--- src/rtl/switch_event_pkg.sv ---
// Shared sizing helpers and reset values for the switch event capture block.
package switch_event_pkg;

    // Width of a switch index; a single switch still needs one bit.
    function automatic int unsigned IndexWidth(input int unsigned width);
        return (width > 1) ? $clog2(width) : 1;
    endfunction

    // Debounce counter width, sized to hold DebounceCycles.
    function automatic int unsigned CountWidth(input int unsigned cycles);
        return $clog2(cycles + 1);
    endfunction

    // Event word layout is {rise, index}.
    function automatic int unsigned EventWidth(input int unsigned width);
        return IndexWidth(width) + 1;
    endfunction

    localparam logic ResetLevel    = 1'b0;
    localparam logic ResetOverflow = 1'b0;
    localparam logic ResetPend     = 1'b0;

endpackage

--- src/rtl/switch_event_capture_fifo.sv ---
// Small synchronous FIFO holding event words; head is read straight from storage.
module event_fifo
    import switch_event_pkg::*;
#(
    parameter int unsigned DataWidth = 4,
    parameter int unsigned Depth     = 4
) (
    input  logic                         clock0,
    input  logic                         reset,
    input  logic                         push,
    input  logic [DataWidth-1:0]         push_data,
    input  logic                         pop,
    output logic [DataWidth-1:0]         head,
    output logic [$clog2(Depth+1)-1:0]   count,
    output logic                         full,
    output logic                         empty
);

    localparam int unsigned PtrW = (Depth > 1) ? $clog2(Depth) : 1;
    localparam int unsigned CntW = $clog2(Depth + 1);

    logic [DataWidth-1:0] mem_q [Depth];
    logic [PtrW-1:0]      wr_ptr_q, rd_ptr_q;
    logic [CntW-1:0]      count_q;
    logic                 do_push, do_pop;

    assign empty = (count_q == '0);
    assign full  = (count_q == CntW'(Depth));
    assign count = count_q;
    assign head  = mem_q[rd_ptr_q];

    // A full FIFO still takes a push when the head leaves on the same edge.
    assign do_pop  = pop && !empty;
    assign do_push = push && (!full || do_pop);

    // Pointer and occupancy update; power-of-two depth lets pointers wrap naturally.
    always_ff @(posedge clock0 or negedge reset) begin
        if (!reset) begin
            wr_ptr_q <= '0;
            rd_ptr_q <= '0;
            count_q  <= '0;
        end else begin
            if (do_push) wr_ptr_q <= wr_ptr_q + 1'b1;
            if (do_pop)  rd_ptr_q <= rd_ptr_q + 1'b1;
            if (do_push && !do_pop)      count_q <= count_q + 1'b1;
            else if (do_pop && !do_push) count_q <= count_q - 1'b1;
        end
    end

    // Storage write; cleared on reset so the head reads as zero while empty.
    always_ff @(posedge clock0 or negedge reset) begin
        if (!reset) begin
            for (int k = 0; k < Depth; k++) mem_q[k] <= '0;
        end else if (do_push) begin
            mem_q[wr_ptr_q] <= push_data;
        end
    end

endmodule

--- src/rtl/switch_event_capture.sv ---
// Synchronises and debounces raw switches, queues every debounced edge as an event.
module switch_event_capture
    import switch_event_pkg::*;
#(
    parameter int unsigned Width          = 8,
    parameter int unsigned DebounceCycles = 16,
    parameter int unsigned FifoDepth      = 4
) (
    input  logic                         clock0,
    input  logic                         reset,
    input  logic [Width-1:0]             switches,
    output logic [Width-1:0]             state,
    output logic                         event_valid,
    input  logic                         event_ready,
    output logic [IndexWidth(Width)-1:0] event_index,
    output logic                         event_rise,
    output logic                         overflow,
    input  logic                         overflow_clear
);

    localparam int unsigned IndexW = IndexWidth(Width);
    localparam int unsigned CountW = CountWidth(DebounceCycles);
    localparam int unsigned EventW = EventWidth(Width);
    localparam int unsigned FifoCntW = $clog2(FifoDepth + 1);

    logic [Width-1:0]    flip;
    logic [Width-1:0]    new_level;
    logic [Width-1:0]    pend_q, pend_d;
    logic [Width-1:0]    pend_rise_q, pend_rise_d;
    logic [Width-1:0]    consumed;
    logic                overflow_q, overflow_d, overflow_set;
    logic                found, sel_rise, push, pop;
    logic [IndexW-1:0]   sel_idx;
    logic [EventW-1:0]   push_data, head;
    logic [FifoCntW-1:0] fifo_count;
    logic                fifo_full, fifo_empty;

    for (genvar i = 0; i < Width; i++) begin : g_bit
        logic              sync1, sync2;
        logic              level_q;
        logic [CountW-1:0] cnt_q;
        logic              flip_now;

        // Two-flop synchroniser; sync1 feeds nothing but sync2.
        always_ff @(posedge clock0 or negedge reset) begin
            if (!reset) begin
                sync1 <= ResetLevel;
                sync2 <= ResetLevel;
            end else begin
                sync1 <= switches[i];
                sync2 <= sync1;
            end
        end

        // Accept a change only after DebounceCycles consecutive differing samples.
        assign flip_now = (sync2 != level_q) && (cnt_q == CountW'(DebounceCycles - 1));

        // Debounce counter and debounced level.
        always_ff @(posedge clock0 or negedge reset) begin
            if (!reset) begin
                level_q <= ResetLevel;
                cnt_q   <= '0;
            end else if (sync2 == level_q) begin
                cnt_q <= '0;
            end else if (flip_now) begin
                level_q <= ~level_q;
                cnt_q   <= '0;
            end else begin
                cnt_q <= cnt_q + 1'b1;
            end
        end

        assign state[i]     = level_q;
        assign flip[i]      = flip_now;
        assign new_level[i] = ~level_q;
    end

    assign pop  = event_ready && !fifo_empty;
    assign push = found && (!fifo_full || pop);

    // Scanner: pick the lowest-index pending bit.
    always_comb begin
        found    = 1'b0;
        sel_idx  = '0;
        sel_rise = 1'b0;
        consumed = '0;
        for (int i = 0; i < Width; i++) begin
            if (!found && pend_q[i]) begin
                found    = 1'b1;
                sel_idx  = IndexW'(i);
                sel_rise = pend_rise_q[i];
            end
        end
        if (push) consumed[sel_idx] = 1'b1;
    end

    assign push_data = {sel_rise, sel_idx};

    // Pending flags; a re-flip before the old edge was queued loses that edge.
    always_comb begin
        pend_d       = pend_q;
        pend_rise_d  = pend_rise_q;
        overflow_set = 1'b0;
        for (int i = 0; i < Width; i++) begin
            if (flip[i]) begin
                if (pend_q[i] && !consumed[i]) overflow_set = 1'b1;
                pend_d[i]      = 1'b1;
                pend_rise_d[i] = new_level[i];
            end else if (consumed[i]) begin
                pend_d[i] = 1'b0;
            end
        end
        // Set beats clear when both happen together.
        if (overflow_set)        overflow_d = 1'b1;
        else if (overflow_clear) overflow_d = 1'b0;
        else                     overflow_d = overflow_q;
    end

    // Pending and overflow registers.
    always_ff @(posedge clock0 or negedge reset) begin
        if (!reset) begin
            pend_q      <= {Width{ResetPend}};
            pend_rise_q <= '0;
            overflow_q  <= ResetOverflow;
        end else begin
            pend_q      <= pend_d;
            pend_rise_q <= pend_rise_d;
            overflow_q  <= overflow_d;
        end
    end

    event_fifo #(
        .DataWidth (EventW),
        .Depth     (FifoDepth)
    ) u_fifo (
        .clock0    (clock0),
        .reset     (reset),
        .push      (push),
        .push_data (push_data),
        .pop       (pop),
        .head      (head),
        .count     (fifo_count),
        .full      (fifo_full),
        .empty     (fifo_empty)
    );

    assign event_valid = (fifo_count != '0);
    assign event_rise  = head[EventW-1];
    assign event_index = head[IndexW-1:0];
    assign overflow    = overflow_q;

endmodule

--- config.mk ---
export PLATFORM = sky130hd
export DESIGN_NAME = switch_event_capture
export DESIGN_NICKNAME = d
export VERILOG_FILES = /design/src/rtl/switch_event_pkg.sv /design/src/rtl/switch_event_capture_fifo.sv /design/src/rtl/switch_event_capture.sv
export SDC_FILE = /design/constraint.sdc
export NUM_CORES = 1
export LEC_CHECK = 0
export CORE_MARGIN = 10
export CORE_UTILIZATION = 35
export CTS_BUF_LIST = sky130_fd_sc_hd__clkbuf_8 sky130_fd_sc_hd__clkbuf_16
export CTS_CLUSTER_SIZE = 40
export DETAILED_ROUTE_END_ITERATION = 16
export PLACE_DENSITY_LB_ADDON = 0.25
export SLEW_MARGIN = 20
export SYNTH_ARGS = -nofsm -noshare
export SYNTH_HDL_FRONTEND = slang
export SYNTH_SLANG_ARGS = --single-unit
--- constraint.sdc ---
create_clock -name clock0 -period 3.2 [get_ports clock0]
set_clock_uncertainty 0.05 [all_clocks]
set_input_delay 0.64 -clock clock0 [delete_from_list [all_inputs] [get_ports clock0]]
set_output_delay 0.64 -clock clock0 [all_outputs]
set_load 0.01 [all_outputs]
* After elaboration in Yosys (flattened, before gate mapping) *
Index checks and enable logic that the tools add are counted.

word-level totals
  output and inout port bits = 14
  register bits = 104
  logic and storage cells = 272

cells by class
  reduce and logical (&&, ||, !) cells = 72
  bitwise gates (word level) = 18
  $add $sub $neg = 12
  multiplexer cells = 84
  equality and inequality tests = 25
  magnitude comparators = 5

operators with widths
  cell                   count
  $mux W5                16
  $mux W1                52
  $add A5 B1 Y5 const B  8
  $eq A5 B4 Y1 const B   8
  $logic_and A1 B1 Y1    31
  $mux W3                8
  $reduce_bool A2 Y1     10
  $logic_not A1 Y1       19
  $bwmux W16             1
  $not A1 Y1             16
  $reduce_and A2 Y1      8
  $mux W4                3
  $bmux W4 S2            1
  $demux W4 S2           1
  $eq A1 B1 Y1           8
  $mux W8                1
  $ne A1 B1 Y1           8
  $ge A3 B3 Y1 const B   2
  $not A2 Y3             2
  $add A2 B1 Y2 const B  2
  $lt A3 B4 Y1 const B   1
  $add A3 B1 Y3 const B  1
  $demux W1 S3           1
  $eq A3 B3 Y1 const B   1
  other kinds (6)        7

* Logic depth before layout (Yosys ltp) *
  depth in word-level cells = 46
  mapped depth = 9
  gate-level depth less buffers = 8

* By module *
A second synthesis with hierarchy kept.

second synthesis, totals
  cells, all modules = 354
  area total of the unflattened synthesis = 4225.3 um^2

modules (own cells, without submodules)
  module                area an instance (um^2)  cells each  instances
  switch_event_capture  3116.7                   278         1
  event_fifo            1108.6                   76          1

* Worst setup path before layout *
Ideal clock, no wire load.

  path kind = input port to flip-flop
  start = in event_ready
  end = reg u_fifo.count_q[1], in the netlist u_fifo.count[1]
  setup slack = 666 ps
  arrival time = 2359 ps
  path buffers = 0
  stages = 6
  setup time = 125 ps
  cell sequence = nor4b_2 -> a31oi_1 -> ha_1 -> inv_1 -> fa_1 -> mux2_2

on the way
  cells in the longest elaborated chain, start to end = 7

ends and longest elaborated chain
  element                                                    RTL line                                                     source
  start: declaration                                         switch_event_capture.sv:14                                   input logic event_ready,
  $logic_and A1 B1 Y1 *                                      switch_event_capture.sv:78                                   assign pop = event_ready && !fifo_empty;
  $logic_or A1 B1 Y1 or $logic_and A1 B1 Y1 (tied branches)  switch_event_capture.sv:79, switch_event_capture_fifo.sv:33
  $logic_and A1 B1 Y1 or $logic_or A1 B1 Y1 (tied branches)  switch_event_capture.sv:79, switch_event_capture_fifo.sv:34
  $logic_and A1 B1 Y1 *                                      switch_event_capture_fifo.sv:34                              assign do_push = push && (!full || do_pop);
  net u_fifo.do_push                                         switch_event_capture_fifo.sv:25                              logic do_push, do_pop;
  $logic_not A1 Y1                                           switch_event_capture_fifo.sv:46                              else if (do_pop && !do_push) count_q <= count_q - 1'b1;
  $logic_and A1 B1 Y1                                        switch_event_capture_fifo.sv:46
  $reduce_bool A2 Y1 (no source line)                        --
  end signal: assignment                                     switch_event_capture_fifo.sv:45                              if (do_push && !do_pop) count_q <= count_q + 1'b1;
  end signal: assignment                                     switch_event_capture_fifo.sv:46
  end: declaration                                           switch_event_capture_fifo.sv:24                              logic [CntW-1:0] count_q;

Mark *: on every way through the listed nets, which the timed path passes. The rest lies on a longest branch.
A chain may end at the register's enable or synchronous reset.

* Worst setup path after layout *
  start = in event_ready
  end = reg u_fifo.count_q[2], in the netlist u_fifo.count[2]

Same word-level chain as after synthesis.

==> impl_metrics.csv <==
group,metric,value,unit
timing,min_period_over_period,0.849,
floorplanning,initial_core_util,0.360,
timing,setup_tns,0,ns
logic_synthesis,ys_ff_latch,96,
pwr,switching_share,0.253,
route,drc_errors,0,
clock_tree,numCtsBuffers,9,
grt,grt_start_max_net_pins,55,
floorplanning,die_w,129,µm
flow_run,drv_cap,0,
worst_setup_path,start_kind,"primary input",
floorplanning,core,11500,µm²
pwr,combPwrFrac,0.162,
route,routed_wl,7420,µm
clock_tree,clock-root-buffer,"clkbuf_16",
worst_setup_path,cp_data_required_time,3.41,ns
grt,grt_pass1_vias,2703,
pwr,switchingPower,0.811,mW
cells_and_area,drive_above_1_share,0.116,
status,status,"finished clean",
cells_and_area,layout_commonest_cell,"dfrtp_1",
cells_and_area,multi_input_area,1590,µm²
timing,rsz0062_at_grt,"no",
cells_and_area,stdcell_area,4840,µm²
worst_setup_path,crit_chain,"clkdlybuf4s50_1 -> nor4b_2 -> a31oi_1 -> ha_1 -> inv_1 -> fa_1 -> xor2_1 -> nor2_1 -> xor2_1",
pwr,p_int,2.40,mW
logic_synthesis,syn-num-nets,382,
worst_hold_path,hold_class,"primary input to async pin",
pwr,pwr-share-clk,0.362,
cells_and_area,layout_common_cells,"dfrtp_1 (96), nor2_1 (36), nand2_1 (33), o21ai_0 (27)",
placement,port-buffer-count,25,
pwr,power.density,663,nW/µm²
worst_setup_path,worst_r2r_path_depth,9,
route,via_count,2552,
grt,antenna_found_initial,0,
clock_tree,path_clk_slew,0.06,ns
cells_and_area,fin_nets,410,
grt,grt-ovfl-total,0,
clock_tree,cts.htree.levels,3,
worst_setup_path,arrival,2.93,ns
route,drtIter0Drc,189,
worst_setup_path,worst-setup-path-type,"primary input to flip-flop",
floorplanning,die_area,16500,µm²
worst_setup_path,cp_max_fo,8,
cells_and_area,seq_area,2400,µm²
clock_tree,clock_sinks,96,
clock_tree,insertion_delay,0.34,ns
timing,slew_viol_final,0,
worst_setup_path,slowest_stage,"clkdlybuf4s50_1",
route,first_pass_iters,4,
route,ant_nets,0,
logic_synthesis,netlist_area,4120,µm²
timing,final-setup-viol-count,0,
timing,tightest_slew,0.673,ns
logic_synthesis,ys_async_sr_fraction,1.00,
logic_synthesis,synthDistinctLibCells,41,
clock_tree,cts-resized-gates,0,
pwr,pwr-share-seq,0.476,
worst_setup_path,slowest_delay,0.52,ns
cells_and_area,nFillCells,1059,
logic_synthesis,yosys_most_used_dff,"dfrtp_1",
logic_synthesis,synthCells,356,
route,vias_per_cell,4.80,
pwr,leakagePower,2.32,nW
pwr,ir_drop,0.497,mV
clock_tree,cts_max_path_buffers,2,
placement,dp_hpwl,5360,µm
floorplanning,ioPinCount,26,
timing,timing.fmax,368,MHz
clock_tree,post_cts_buffers,0,
logic_synthesis,seq_area_frac_synth,0.583,
timing,hold_violations,0,
logic_synthesis,synth_edf_count,0,
cells_and_area,area_growth,17.4,%
logic_synthesis,syn_area_per_cell,11.6,µm²
placement,place_congestion,0.831,
grt,grtUsageTotal,0.0971,
clock_tree,cts_tree,"yes",
timing,hold-worst-slack,0.236,ns
worst_setup_path,cpMostUsedCell,"xor2_1",
floorplanning,rows,39,
placement,place_area,4510,µm²
timing,slew_headroom,0.550,
cells_and_area,num_antenna_cells,0,
floorplanning,die_y,129,µm
logic_synthesis,yosysWarnings,0,
grt,grt_pass1_wl,13200,µm
route,routedWlPerCell,13.9,µm
clock_tree,hold_buffers,0,
cells_and_area,utilization,0.422,
timing,fin_crit,2.72,ns
worst_setup_path,critPathCaptureType,"flip-flop",
[kinds of logic after synthesis]
logic type / synth area share
AOI/OAI and AO/OA: 0.0668
DFF: 0.583
xor gates and xnor gates: 0.0680
buffers and inverters: 0.0309
muxes: 0.0543
adders and majority gates: 0.0443
and+or+nand+nor: 0.153
[worst max-delay path, delay by kind of cell]
family / cells / cell delay, ns
adders and majority gates: 2 / 0.69
buffers and inverters: 2 / 0.59
AOI/OAI and AO/OA: 1 / 0.52
xor gates and xnor gates: 2 / 0.30
and+or+nand+nor: 2 / 0.18
[stage by stage]
stage / worst slack [ns] / power, mW / instances
final: 0.484 / 3.21 / 532
after global routing: 0.371 / 3.40 / 532
after CTS: 0.495 / 3.26 / 532
after detailed placement: 0.157 / 2.09 / 516
after global placement: 0.235 / 2.05 / 516
after floorplan: 0.666 / 1.84 / 356
[routing by layer]
layer | routed length [µm] | track usage | up-vias
met2 | 3490 | 0.147 | 44
li1 | - | - | 1272
met5 | 0 | 0 | -
met4 | 111 | 0.0458 | 0
met1 | 3460 | 0.123 | 1229
met3 | 357 | 0.0329 | 7
[synth_stat cells (2+ instances only)]
cell type | n | area, µm²
nand2b_1 | 2 | 12.5
nor3_1 | 4 | 20.0
o21ai_0 | 27 | 135
nand4_1 | 2 | 12.5
mux4_2 | 4 | 90.1
ha_1 | 13 | 163
mux2_2 | 11 | 124
nor2_1 | 36 | 135
and2_1 | 7 | 43.8
nor2b_1 | 3 | 18.8
and3_1 | 8 | 50.1
clkbuf_1 | 3 | 11.3
dfrtp_1 | 96 | 2400
a21oi_1 | 4 | 20.0
inv_1 | 12 | 45.0
or4_4 | 2 | 22.5
o31ai_1 | 4 | 30.0
or2_2 | 3 | 18.8
o2111ai_1 | 3 | 26.3
buf_4 | 8 | 60.1
nand2_1 | 33 | 124
or3_1 | 2 | 12.5
xor2_1 | 24 | 210
nand3b_1 | 2 | 15.0
nand3_1 | 19 | 95.1
a31oi_1 | 2 | 12.5
xnor2_1 | 8 | 70.1
[registers in the layout, summed over array words and instances, names as in the netlist]
name / flops
u_fifo.rd_ptr_q: 2
u_fifo.wr_ptr_q: 2
overflow: 1
u_fifo.count: 3
g_bit.cnt_q: 40
g_bit.sync1: 8
pend_q: 8
g_bit.level_q: 8
g_bit.sync2: 8
u_fifo.mem_q: 16
[cell type report]
| type | count | share of cell area |
|---|---|---|
| clock buffers | 10 | 0.0494 |
| repair buffers | 29 | 0.0600 |
| flip-flops and latches | 96 | 0.496 |
| well taps | 143 | 0.0370 |
| clock inverters | 6 | 0.0186 |
| inverters | 12 | 0.00931 |
| multi-input cells | 236 | 0.329 |
[worst paths after layout]
check | from | end | slack (ns)
max | event_ready | u_fifo.count[2]$_DFFE_PN0P_ | 0.48
min | reset | g_bit[0].cnt_q[0]$_DFF_PN0_ | 0.24
max reg2reg | pend_q[0]$_DFFE_PN0P_ | u_fifo.count[2]$_DFFE_PN0P_ | 0.55
min reg2reg | g_bit[6].sync1$_DFF_PN0_ | g_bit[6].sync2$_DFF_PN0_ | 0.30
max in group asynchronous | reset | g_bit[3].cnt_q[3]$_DFF_PN0_ | 2.18
min in group clock0 | g_bit[6].sync1$_DFF_PN0_ | g_bit[6].sync2$_DFF_PN0_ | 0.30
[power by group through the flow]
stage / logic [mW] / registers, mW / clock network [mW]
2_1_floorplan: 0.351 / 1.49 / 0
3_3_place_gp: 0.506 / 1.54 / 0
3_5_place_dp: 0.533 / 1.56 / 0
4_1_cts: 0.536 / 1.53 / 1.19
5_1_grt: 0.593 / 1.55 / 1.25
6_report: 0.519 / 1.53 / 1.16
Power figures use the tool's default switching activity.
